`src/rtl/audio_fx_pkg.sv`:
```
// Shared definitions for the chop audio effect: the mode encodings carried on
// the 2-bit mode input.
package audio_fx_pkg;

  typedef enum logic [1:0] {
    MODE_BYPASS   = 2'b00,
    MODE_MUTE     = 2'b01,
    MODE_ATTEN    = 2'b10,
    MODE_PINGPONG = 2'b11
  } fx_mode_e;

endpackage

```
`src/rtl/audio_chan_fx.sv`:
```
// Per-channel chop effect: bypass, mute, attenuate or ping-pong a single
// sample depending on mode, the current gate phase and the channel's parity.
module audio_chan_fx
  import audio_fx_pkg::*;
#(
  parameter int SAMPLE_W    = 32,
  parameter int ATTEN_SHIFT = 3
) (
  input  logic [SAMPLE_W-1:0] sample,
  input  logic [1:0]          mode,
  input  logic                gate,
  input  logic                odd,
  output logic [SAMPLE_W-1:0] result
);

  logic signed [SAMPLE_W-1:0] signed_sample;
  logic signed [SAMPLE_W-1:0] shifted;

  assign signed_sample = $signed(sample);
  assign shifted       = signed_sample >>> ATTEN_SHIFT;

  always_comb begin
    result = sample;
    case (mode)
      MODE_BYPASS:   result = sample;
      MODE_MUTE:     if (gate) result = '0;
      MODE_ATTEN:    if (gate) result = shifted;
      // Even channels are silenced in the high phase, odd ones in the low phase.
      MODE_PINGPONG: if (gate != odd) result = '0;
      default:       result = sample;
    endcase
  end

endmodule

```
`src/rtl/audio_chop_fx.sv`:
```
// Chop audio effect: a square-wave phase generator gates the incoming stream
// through a one-entry buffer, applying the effect at the moment of acceptance.
module audio_chop_fx
  import audio_fx_pkg::*;
#(
  parameter int SAMPLE_W    = 32,
  parameter int NUM_CH      = 2,
  parameter int PERIOD_W    = 18,
  parameter int ATTEN_SHIFT = 3
) (
  input  logic                       CLOCK_50,
  input  logic                       reset,
  input  logic [PERIOD_W-1:0]        period,
  input  logic [1:0]                 mode,
  input  logic                       audio_in_available,
  input  logic [NUM_CH*SAMPLE_W-1:0] audio_in_data,
  output logic                       read_audio_in,
  input  logic                       audio_out_allowed,
  output logic                       write_audio_out,
  output logic [NUM_CH*SAMPLE_W-1:0] audio_out_data,
  output logic [15:0]                level_led,
  output logic                       gate
);

  logic [PERIOD_W-1:0]        phase_count;
  logic                       full;
  logic [NUM_CH*SAMPLE_W-1:0] processed;

  // Phase generator: a zero period parks the wave low.
  always_ff @(posedge CLOCK_50 or posedge reset) begin
    if (reset) begin
      phase_count <= '0;
      gate        <= 1'b0;
    end else if (period == '0) begin
      phase_count <= '0;
      gate        <= 1'b0;
    end else if (phase_count >= period) begin
      phase_count <= '0;
      gate        <= ~gate;
    end else begin
      phase_count <= phase_count + 1'b1;
    end
  end

  for (genvar k = 0; k < NUM_CH; k++) begin : g_chan
    audio_chan_fx #(
      .SAMPLE_W   (SAMPLE_W),
      .ATTEN_SHIFT(ATTEN_SHIFT)
    ) u_chan_fx (
      .sample(audio_in_data[k*SAMPLE_W +: SAMPLE_W]),
      .mode  (mode),
      .gate  (gate),
      .odd   ((k % 2) == 1),
      .result(processed[k*SAMPLE_W +: SAMPLE_W])
    );
  end

  assign read_audio_in   = audio_in_available & (~full | audio_out_allowed);
  assign write_audio_out = full & audio_out_allowed;

  // The buffer holds the already-processed sample, so later mode or gate
  // changes cannot alter what is waiting to go out.
  always_ff @(posedge CLOCK_50 or posedge reset) begin
    if (reset) begin
      full           <= 1'b0;
      audio_out_data <= '0;
      level_led      <= '0;
    end else begin
      if (write_audio_out) begin
        level_led <= audio_out_data[SAMPLE_W-1 -: 16];
      end
      if (read_audio_in) begin
        audio_out_data <= processed;
        full           <= 1'b1;
      end else if (write_audio_out) begin
        full <= 1'b0;
      end
    end
  end

endmodule

```
`config.mk`:
```
export PLATFORM = sky130hd
export DESIGN_NAME = audio_chop_fx
export DESIGN_NICKNAME = d
export VERILOG_FILES = /design/src/rtl/audio_fx_pkg.sv /design/src/rtl/audio_chan_fx.sv /design/src/rtl/audio_chop_fx.sv
export SDC_FILE = /design/constraint.sdc
export NUM_CORES = 1
export LEC_CHECK = 0
export BUFFER_PORTS_ARGS = -buffer_cell sky130_fd_sc_hd__buf_4
export CORE_ASPECT_RATIO = 1.1
export CORE_MARGIN = 10
export CORE_UTILIZATION = 50
export DETAILED_ROUTE_END_ITERATION = 10
export PLACE_DENSITY_LB_ADDON = 0.05
export SYNTH_ARGS = -nofsm -noshare
export SYNTH_HDL_FRONTEND = slang
export SYNTH_SLANG_ARGS = --single-unit
```
`constraint.sdc`:
```
create_clock -name CLOCK_50 -period 3.1 [get_ports CLOCK_50]
set_clock_uncertainty 0.05 [all_clocks]
set_input_delay 0.155 -clock CLOCK_50 [delete_from_list [all_inputs] [get_ports CLOCK_50]]
set_output_delay 0.155 -clock CLOCK_50 [all_outputs]
set_load 0.005 [all_outputs]
```
==> results.py <==
metrics = {
    "outcome": {
        "status": "complete, but fails checks",
        "violations": "hold timing",
    },
    "grt": {
        "overflow": 0,
        "grt_usage": 0.189,
        "grt_first_pass_wirelength_um": 22500,
        "grt_pass1_vias": 4524,
        "grt_antenna_before_repair": 0,
        "grt_max_degree": 130,
    },
    "synth": {
        "yosysUniqueCellTypes": 32,
        "synth_warnings": 0,
        "syn_area_per_cell_um2": 9.47,
        "yosysTopAreaCellShare": 0.489,
        "ys_top_cells_by_area": "dfrtp_1, o21ai_0, nand2_1, a22oi_1, mux2i_1",
        "synth-edff-count": 0,
        "syn_nets": 648,
        "synth_common_cells": "dfrtp_1, nand2_1, o21ai_0, nor2_1, a22oi_1",
        "ys_seq_area_frac": 0.489,
        "synth_top_flop_cell": "dfrtp_1",
        "yosys_register_bits": 100,
        "synthArstFlopShare": 1.00,
        "synthCells": 541,
        "synth_top_cell_by_area": "dfrtp_1",
        "synth_most_common_cell": "dfrtp_1",
        "syn_area_um2": 5120,
    },
    "place": {
        "gp_congestion": 0.813,
        "post-place-ws_ns": 0.937,
        "hpwl_um": 10500,
        "dpl-instance-area_um2": 6470,
        "io_buffers": 170,
    },
    "run": {
        "maxCapViolations": 0,
    },
    "clocking": {
        "postCtsSetupRepairBufs": 0,
        "clk_pin_slew_ns": 0.10,
        "clock_path_buffers": 2,
        "holdBufCountCts": 2,
        "cts_resized": 0,
        "clockRootBuffer": "clkbuf_8",
        "clock_latency_ns": 0.37,
        "cts_sinks": 100,
        "cts_tree": "yes",
        "numCtsBuffers": 9,
        "h-tree-depth": 3,
    },
    "critical_path": {
        "path_class": "reg -> reg",
        "worst-r2r-cell-count": 8,
        "timing.rr.end": "gate$_DFFE_PP0P_",
        "cp.arrival_ns": 2.36,
        "start_kind": "register",
        "cp_max_fo": 7,
        "r2r_setup_slack_ns": 0.95,
        "critPathRequiredTime_ns": 3.31,
        "reg2reg_from": "phase_count[0]$_DFF_PP0_",
        "crit_path_end_kind": "register",
    },
    "drt": {
        "route.vias.total": 4435,
        "highest_layer": "met4",
        "drt_iter0_markers": 236,
        "drt-met1-wl_um": 5910,
        "wl_per_cell_um": 16.9,
        "routed-wl-met3_um": 1070,
        "drt-total-wl_um": 13900,
        "ant_nets": 0,
        "viasPerCell": 5.39,
        "drt_pass1_iterations": 4,
        "wl_met2_um": 6770,
        "drc": 0,
    },
    "power": {
        "p_per_area_nw_per_um2": 510,
        "max-vdd-ir-drop_uv": 333,
        "p_leak_nw": 3.39,
    },
    "cells_and_area": {
        "layout-drive-gt1-share": 0.307,
        "stdcell_area_um2": 6700,
        "syn_to_final_growth_pct": 30.8,
        "num-nets-final": 805,
        "fillers": 829,
        "diodes": 0,
    },
    "floorplan": {
        "dieArea_um2": 14700,
        "ios": 171,
        "num_rows": 38,
        "fp.dieW_um": 117,
        "die-height_um": 126,
        "design.core.area_um2": 9940,
        "start_util": 0.515,
    },
    "timing": {
        "rsz0062_at_grt": "no",
        "max-slew-margin-rel": 0.271,
        "fin_tns_setup_ns": 0,
        "hold-worst-slack_ns": -0.0420,
        "setup_violations": 0,
        "fin_crit_ns": 2.15,
        "fmax_mhz": 464,
        "tightestPinTransition_ns": 1.09,
        "setup_ws_ns": 0.946,
        "drv_slew": 0,
        "final_hold_viol_count": 52,
        "min_period_over_period": 0.695,
    },
    "min_path": {
        "hp-class": "in -> async",
    },
}
-- logic make-up (layout without fill, tap and decap cells) --
group | count (synthesis) | count (layout) | share of synthesized area
mux | 43 | 43 | 0.0889
xor+xnor | 18 | 18 | 0.0308
buf+inv | 54 | 216 | 0.0432
compound gates | 143 | 143 | 0.168
flops | 100 | 100 | 0.489
fa+ha+maj | 19 | 19 | 0.0464
simple gates | 164 | 164 | 0.135
-- power breakdown --
part	internal, mW	leakage, nW	switching [mW]
combinational	0.478	2.00	0.404
clock	0.403	0.107	0.471
sequential	1.51	1.29	0.151
-- routing by layer --
metal | up-vias | global-route usage
met2 | 128 | 0.313
li1 | 2194 | -
met4 | 0 | 0.0457
met5 | - | 0
met1 | 2097 | 0.234
met3 | 16 | 0.0570
-- cells in the final DEF (no fill, tap or decap), drive strengths merged, types with 5 or more instances in the layout --
| cell type | instances |
|---|---|
| xnor2 | 5 |
| a22oi | 35 |
| inv | 24 |
| mux2i | 26 |
| ha | 19 |
| clkbuf | 10 |
| xor2 | 13 |
| nand2 | 81 |
| dfrtp | 100 |
| o21ai | 67 |
| nor2 | 52 |
| mux2 | 17 |
| buf | 176 |
| nand4 | 5 |
| nand3 | 9 |
| a21oi | 33 |
-- flip-flops by register name (all words and copies together), names as in the netlist --
| register | flops |
|---|---|
| gate | 1 |
| level_led | 16 |
| full | 1 |
| phase_count | 18 |
| audio_out_data | 64 |
-- worst max-delay path, cell delays in order, from the launching register on --
cell	delay, ns
dfrtp_1	0.42
inv_1	0.06
ha_1	0.26
nand2b_1	0.14
a211oi_1	0.24
nor3_1	0.07
nor3_1	0.35
o31ai_4	0.14
mux2_4	0.32
-- cell type report --
class                   instances  area (um^2)  area share
clock buffers                  10          138      0.0205
clock inverters                 6         70.1      0.0105
inverters                      22         85.1      0.0127
multi-input cells             387         2410       0.360
flip-flops and latches        100         2500       0.374
well taps                     120          150      0.0224
repair buffers                178         1340       0.200
-- worst max-delay path by stage --
stage | startpoint | end | slack (ns)
3_3_place_gp | phase_count[0]$_DFF_PP0_ | gate$_DFFE_PP0P_ | 1.00
4_1_cts | phase_count[0]$_DFF_PP0_ | gate$_DFFE_PP0P_ | 0.92
2_1_floorplan | reset | audio_out_data[0]$_DFFE_PP0P_ | 0.28
3_5_place_dp | phase_count[0]$_DFF_PP0_ | gate$_DFFE_PP0P_ | 0.94
5_1_grt | full$_DFFE_PP0P_ | read_audio_in | 0.73
6_report | phase_count[0]$_DFF_PP0_ | gate$_DFFE_PP0P_ | 0.95
-- metrics by stage --
stage / power (mW) / cells / utilization
2_1_floorplan: 2.07 / 541 / -
3_3_place_gp: 2.55 / 805 / 0.651
3_5_place_dp: 2.58 / 805 / 0.651
4_1_cts: 3.45 / 823 / 0.674
5_1_grt: 3.64 / 823 / 0.674
6_report: 3.42 / 823 / 0.674
Power figures use the tool's default switching activity.
